[config.mk]
export PLATFORM = sky130hd
export DESIGN_NAME = lut_cascade_flat
export DESIGN_NICKNAME = d
export VERILOG_FILES = /design/src/rtl/lut_cascade_if.sv /design/src/rtl/lut_cascade.sv /design/src/flat_wrapper.sv
export SDC_FILE = /design/constraint.sdc
export NUM_CORES = 1
export LEC_CHECK = 0
export CORE_MARGIN = 3
export CORE_UTILIZATION = 38
export CTS_BUF_LIST = sky130_fd_sc_hd__clkbuf_4 sky130_fd_sc_hd__clkbuf_8 sky130_fd_sc_hd__clkbuf_16
export DETAILED_ROUTE_END_ITERATION = 10
export HOLD_SLACK_MARGIN = 0.1
export PLACE_DENSITY_LB_ADDON = 0.15
export SKIP_CTS_REPAIR_TIMING = 1
export SLEW_MARGIN = 30
export SYNTH_ARGS = -nofsm -noshare
export SYNTH_HDL_FRONTEND = slang
export SYNTH_SLANG_ARGS = --single-unit
[constraint.sdc]
create_clock -name config_clk -period 2.2 [get_ports config_clk]
set_input_delay 0.33 -clock config_clk [delete_from_list [all_inputs] [get_ports config_clk]]
set_output_delay 0.33 -clock config_clk [all_outputs]
set_load 0.1 [all_outputs]
[src/rtl/lut_cascade_if.sv]
// lut_cascade_if
//   Bundles the logic-path and configuration-stream signals of one
//   lut_cascade instance. The clock and reset stay outside as plain ports.
//   master : the driving side (fabric / loader / testbench)
//   slave  : the lut_cascade block itself
// Signals:
//   addr          logic address (AW bits)
//   out           cascade output
//   config_en     shift one configuration word this cycle
//   config_in     configuration word in
//   config_out    configuration word out, feeds the next instance
//   config_commit request a shadow -> active copy
//   config_done   a full set of words has been shifted since reset/commit
//   commit_err    one-cycle pulse, commit requested while not done
interface lut_cascade_if #(
  parameter int AW           = 7,
  parameter int CONFIG_WIDTH = 8
);
  logic [AW-1:0]           addr;
  logic                    out;
  logic                    config_en;
  logic [CONFIG_WIDTH-1:0] config_in;
  logic [CONFIG_WIDTH-1:0] config_out;
  logic                    config_commit;
  logic                    config_done;
  logic                    commit_err;

  modport master (
    output addr, config_en, config_in, config_commit,
    input  out, config_out, config_done, commit_err
  );

  modport slave (
    input  addr, config_en, config_in, config_commit,
    output out, config_out, config_done, commit_err
  );
endinterface

[src/rtl/lut_cascade.sv]
// lut_cascade
//   A chain of STAGES K-input LUTs. Each stage's output is the MSB address
//   bit of the next stage; the last stage drives out. Truth tables are
//   loaded through a word-wide shift chain into a shadow store and copied
//   into the active tables atomically on a commit, so the logic function
//   never shows a half-loaded state.
// Ports:
//   config_clk  sole clock
//   config_rst  synchronous, active-high reset
//   bus         lut_cascade_if.slave (addr/out plus configuration stream)
// Build option:
//   LUT_CASCADE_OUTREG_EN  when defined, out is registered (one-cycle
//                          latency from addr or commit); otherwise out is
//                          purely combinational.
module lut_cascade #(
  parameter int STAGES       = 2,
  parameter int INPUTS       = 4,
  parameter int CONFIG_WIDTH = 8
) (
  input logic          config_clk,
  input logic          config_rst,
  lut_cascade_if.slave bus
);
  localparam int AW          = INPUTS + (STAGES - 1) * (INPUTS - 1);
  localparam int LUT_BITS    = 2 ** INPUTS;
  localparam int WPL         = LUT_BITS / CONFIG_WIDTH;
  localparam int TOTAL_WORDS = STAGES * WPL;
  localparam int CNT_W       = $clog2(TOTAL_WORDS + 1);

  logic [CONFIG_WIDTH-1:0] shadow_reg [TOTAL_WORDS];
  logic [LUT_BITS-1:0]     active_reg [STAGES];
  logic [CNT_W-1:0]        count_reg;
  logic [CNT_W-1:0]        count_next;
  logic [CONFIG_WIDTH-1:0] config_out_reg;
  logic                    done_reg;
  logic                    commit_err_reg;
  logic                    commit_valid;

  // Shadow words regrouped into per-stage truth tables.
  logic [STAGES-1:0][LUT_BITS-1:0] stage_cfg;
  // Low INPUTS-1 address bits seen by each stage; the MSB comes from the
  // previous stage (or addr[AW-1] for stage 0).
  logic [STAGES-1:0][INPUTS-2:0]   low_addr;

  logic                    lut_carry;
  logic [INPUTS-1:0]       lut_idx;
  logic                    comb_out;

  genvar gi, gj;
  generate
    for (gi = 0; gi < STAGES; gi++) begin : g_stage
      for (gj = 0; gj < WPL; gj++) begin : g_word
        assign stage_cfg[gi][gj*CONFIG_WIDTH +: CONFIG_WIDTH] = shadow_reg[gi*WPL + gj];
      end
      assign low_addr[gi] = bus.addr[AW-2-gi*(INPUTS-1) -: INPUTS-1];
    end
  endgenerate

  assign commit_valid = bus.config_commit && done_reg;

  always_comb begin
    count_next = count_reg;
    if (commit_valid) begin
      // A shift in the commit cycle counts as the first word of the next load.
      count_next = bus.config_en ? CNT_W'(1) : '0;
    end else if (bus.config_en && (count_reg != CNT_W'(TOTAL_WORDS))) begin
      count_next = count_reg + CNT_W'(1);
    end
  end

  always_ff @(posedge config_clk) begin
    if (config_rst) begin
      for (int i = 0; i < TOTAL_WORDS; i++) shadow_reg[i] <= '0;
      for (int s = 0; s < STAGES; s++) active_reg[s] <= '0;
      count_reg      <= '0;
      config_out_reg <= '0;
      done_reg       <= 1'b0;
      commit_err_reg <= 1'b0;
    end else begin
      // Commit copies the pre-shift shadow; a simultaneous shift lands after.
      if (commit_valid) begin
        for (int s = 0; s < STAGES; s++) active_reg[s] <= stage_cfg[s];
      end
      if (bus.config_en) begin
        shadow_reg[0] <= bus.config_in;
        for (int i = 1; i < TOTAL_WORDS; i++) shadow_reg[i] <= shadow_reg[i-1];
        config_out_reg <= shadow_reg[TOTAL_WORDS-1];
      end
      count_reg      <= count_next;
      done_reg       <= (count_next == CNT_W'(TOTAL_WORDS));
      commit_err_reg <= bus.config_commit && !done_reg;
    end
  end

  // Ripple through the stages: each stage's output becomes the MSB index
  // bit of the next stage's table.
  always_comb begin
    lut_carry = bus.addr[AW-1];
    lut_idx   = '0;
    for (int s = 0; s < STAGES; s++) begin
      lut_idx   = {lut_carry, low_addr[s]};
      lut_carry = active_reg[s][lut_idx];
    end
    comb_out = lut_carry;
  end

`ifdef LUT_CASCADE_OUTREG_EN
  logic out_reg;
  always_ff @(posedge config_clk) begin
    if (config_rst) out_reg <= 1'b0;
    else            out_reg <= comb_out;
  end
  assign bus.out = out_reg;
`else
  assign bus.out = comb_out;
`endif

  assign bus.config_out  = config_out_reg;
  assign bus.config_done = done_reg;
  assign bus.commit_err  = commit_err_reg;
endmodule

[src/flat_wrapper.sv]
// flat-port wrapper written by rule: the top's interface ports become plain ports
module lut_cascade_flat 
#(
  parameter int STAGES       = 2,
  parameter int INPUTS       = 4,
  parameter int CONFIG_WIDTH = 8
)
  (config_clk, config_rst, bus_addr, bus_config_en, bus_config_in, bus_config_commit, bus_out, bus_config_out, bus_config_done, bus_commit_err);
  lut_cascade_if #(.AW((INPUTS + (STAGES - 1) * (INPUTS - 1))), .CONFIG_WIDTH(CONFIG_WIDTH)) bus_i ();
  input logic config_clk;
  input logic config_rst;
  input wire logic [$bits(bus_i.addr)-1:0] bus_addr;
  input wire logic [$bits(bus_i.config_en)-1:0] bus_config_en;
  input wire logic [$bits(bus_i.config_in)-1:0] bus_config_in;
  input wire logic [$bits(bus_i.config_commit)-1:0] bus_config_commit;
  output wire logic [$bits(bus_i.out)-1:0] bus_out;
  output wire logic [$bits(bus_i.config_out)-1:0] bus_config_out;
  output wire logic [$bits(bus_i.config_done)-1:0] bus_config_done;
  output wire logic [$bits(bus_i.commit_err)-1:0] bus_commit_err;
  assign bus_i.addr = bus_addr;
  assign bus_i.config_en = bus_config_en;
  assign bus_i.config_in = bus_config_in;
  assign bus_i.config_commit = bus_config_commit;
  assign bus_out = bus_i.out;
  assign bus_config_out = bus_i.config_out;
  assign bus_config_done = bus_i.config_done;
  assign bus_commit_err = bus_i.commit_err;
  lut_cascade #(.STAGES(STAGES), .INPUTS(INPUTS), .CONFIG_WIDTH(CONFIG_WIDTH)) u_core (.config_clk(config_clk), .config_rst(config_rst), .bus(bus_i));
endmodule
==> impl_metrics.py, run 1 <==
metrics = {
    "timing": {
        "hold_viol": 0,
        "whs_ns": 0.502,
        "min_period_ns": 2.60,
        "slew-limit-headroom": 0.478,
        "timing.final.crit_share": 1.18,
        "worst_slack_ns": -0.405,
        "slew_viol_final": 0,
        "fin_skew_ns": 0.00813,
        "setup_viol": 1,
        "fmax_ghz": 0.384,
        "rsz0062_at_grt": "yes",
        "tightest_slew_ns": 0.784,
    },
    "critical_path": {
        "r2r_setup_slack_ns": 0.71,
        "required_ns": 1.87,
        "rr_worst_depth": 5,
        "reg2reg_from": "u_core.count_reg[0]",
        "crit_path_start_kind": "register",
        "rr_endpoint": "u_core.bus.config_done",
        "crit_type": "register to output port",
        "worstPathMaxFanout": 1,
        "end_kind": "output port",
        "cp.arrival_ns": 2.27,
    },
    "global_routing": {
        "antenna_found_initial": 0,
        "grt_start_max_net_pins": 33,
        "first_global_vias": 1672,
        "grt_usage": 0.115,
        "grt_overflow": 0,
        "grt_pass1_wl_um": 8280,
    },
    "worst_hold_path": {
        "whs_endpoint": "u_core.bus.config_out[6]",
        "holdCritPathClass": "register to register",
        "worstHoldStart": "u_core.bus.config_out[6]",
        "hold_depth": 2,
    },
    "synth": {
        "synthArstFlopShare": 0,
        "syn_area_per_cell_um2": 15.7,
        "syn_nets": 220,
        "syn-cell-area_um2": 3130,
        "synth_seq_cells": 77,
        "dominantRegCellSynth": "edfxtp_1",
        "syn-instance-count": 199,
        "synth_edf_count": 64,
        "ys_warn_count": 0,
        "ys_types": 24,
        "yosysSeqAreaShare": 0.698,
    },
    "pwr": {
        "power.switching_mw": 0.719,
        "combPwrFrac": 0.087,
        "seqPwrFrac": 0.560,
        "p_leak_nw": 1.48,
        "cellInternalPower_mw": 2.28,
        "ir_worst_vdd_mv": 0.360,
        "power.density_nw_per_um2": 799,
        "switching_share": 0.240,
        "power_mw": 2.99,
        "pwr-share-clk": 0.353,
    },
    "die": {
        "ioPinCount": 30,
        "rows": 32,
        "start_util": 0.398,
        "die_h_um": 96.7,
        "die_w_um": 96.7,
        "die-area_um2": 9350,
        "coreArea_um2": 7850,
    },
    "detailed_routing": {
        "avgRoutedWirePerCell_um": 14.7,
        "highest_layer": "met4",
        "post-route-drc-count": 0,
        "met1_length_um": 2290,
        "wl_met3_um": 149,
        "first_iter_violations": 86,
        "wl_met2_um": 2470,
        "viasPerCell": 4.66,
        "drtAntennaViolNets": 0,
        "routed_wl_um": 5050,
        "dr.pass1.iters": 4,
        "routed-via-count": 1598,
    },
    "layout": {
        "drive_above_1_share": 0.174,
        "area_growth_pct": 19.8,
        "fin_nets": 257,
        "multi_input_area_um2": 897,
        "fillers": 715,
        "final_util": 0.478,
        "seqCellArea_um2": 2180,
        "num_antenna_cells": 0,
    },
    "clock_network": {
        "cts_tree": "built",
        "htree_levels": 3,
        "numCtsBuffers": 9,
        "clockRootBuffer": "clkbuf_8",
        "clk_pin_slew_ns": 0.09,
        "cts.sinks": 77,
        "clk_latency_ns": 0.35,
        "clockBufferDepth": 2,
    },
    "outcome": {
        "failed_checks": "setup timing",
        "status": "complete, but fails checks",
    },
    "place": {
        "io_buffers": 29,
        "gp_congestion": 0.745,
        "dp_hpwl_um": 3220,
    },
    "job": {
        "drv_cap": 0,
    },
}
-- power by group through the flow --
stage | Clock [mW] | Combinational [mW] | Sequential (mW)
2_1_floorplan | 0 | 0.120 | 1.75
3_3_place_gp | 0 | 0.261 | 1.71
3_5_place_dp | 0 | 0.263 | 1.71
4_1_cts | 1.08 | 0.264 | 1.68
5_1_grt | 1.15 | 0.278 | 1.69
6_report | 1.06 | 0.260 | 1.68
-- critical path, cell delays in order, from the launching register on --
cell and delay [ns]:
edfxtp_1 0.43, mux4_2 0.47, mux4_2 0.51, mux4_2 0.33, buf_12 0.19
-- stage by stage --
stage | setup TNS (ns) | area, um2 | setup WS, ns | std cells
3_5_place_dp | -0.658 | 3550 | -0.658 | 327
5_1_grt | -0.472 | 3750 | -0.472 | 343
2_1_floorplan | -0.0180 | 3120 | -0.0180 | 199
6_report | -0.405 | 3750 | -0.405 | 343
4_1_cts | -0.658 | 3750 | -0.658 | 343
3_3_place_gp | -0.631 | 3550 | -0.631 | 327
-- cell type report --
cell class | instances | share of cell area
repair buffers | 34 | 0.0875
clock inverters | 5 | 0.0104
flip-flops and latches | 77 | 0.582
inverters | 3 | 0.00301
clock buffers | 11 | 0.0434
multi-input cells | 111 | 0.239
well taps | 102 | 0.0341
-- synth_stat cells, types with 2 or more instances --
| library cell | count | area share |
|---|---|---|
| nor2_1 | 11 | 0.013 |
| dfxtp_1 | 13 | 0.083 |
| clkbuf_1 | 7 | 0.0084 |
| mux4_1 | 5 | 0.042 |
| inv_1 | 3 | 0.0036 |
| and2_1 | 65 | 0.13 |
| ha_1 | 2 | 0.0080 |
| mux2i_1 | 9 | 0.029 |
| a21oi_1 | 2 | 0.0032 |
| edfxtp_1 | 64 | 0.61 |
| mux4_2 | 5 | 0.036 |
-- metal layers --
layer | vias up | track usage
met1 | 773 | 0.139
li1 | 788 | -
met2 | 26 | 0.179
met4 | 0 | 0.0810
met3 | 11 | 0.0303
met5 | - | 0
-- worst max path at each step --
stage / start / endpoint / slack, ns / cells after the start
after global routing: u_core.active_reg[0][3] / bus_out / -0.47 / 4
after detailed placement: bus_addr[5] / bus_out / -0.66 / 5
after global placement: bus_addr[5] / bus_out / -0.63 / 5
after CTS: bus_addr[5] / bus_out / -0.66 / 5
after floorplan: bus_addr[5] / bus_out / -0.02 / 3
final: u_core.active_reg[0][11] / bus_out / -0.40 / 4
-- kinds of logic (layout without fill, tap and decap cells) --
| kind of cell | count (synthesis) | after routing | share of synthesized area |
|---|---|---|---|
| flops | 77 | 77 | 0.698 |
| buf+inv | 11 | 53 | 0.0132 |
| fa+ha+maj | 2 | 2 | 0.00800 |
| compound gates | 6 | 6 | 0.0148 |
| simple gates | 84 | 84 | 0.159 |
| mux | 19 | 19 | 0.107 |
-- cell usage in the layout, fill, tap and decap left out, types with 2 or more instances in the layout --
cell type / count
and2_1: 65
edfxtp_1: 64
clkdlybuf4s50_1: 17
buf_4: 14
dfxtp_1: 13
nor2_1: 11
clkbuf_8: 10
mux2i_1: 9
mux4_2: 7
inv_1: 3
mux4_1: 3
a21oi_1: 2
ha_1: 2
clkinv_4: 2
inv_4: 2
buf_12: 2
(Power assumes the default switching activity.)
==> run 2, diff against run 1 <==
--- a/config.mk
+++ b/config.mk
@@ -9,7 +9,7 @@
 export CORE_UTILIZATION = 38
 export CTS_BUF_LIST = sky130_fd_sc_hd__clkbuf_4 sky130_fd_sc_hd__clkbuf_8 sky130_fd_sc_hd__clkbuf_16
 export DETAILED_ROUTE_END_ITERATION = 10
-export HOLD_SLACK_MARGIN = 0.1
+export HOLD_SLACK_MARGIN = 0.15
 export PLACE_DENSITY_LB_ADDON = 0.15
 export SKIP_CTS_REPAIR_TIMING = 1
 export SLEW_MARGIN = 30
==> results of run 2 <==
No change in the layout: final DEF, timing and power equal those of run 1.
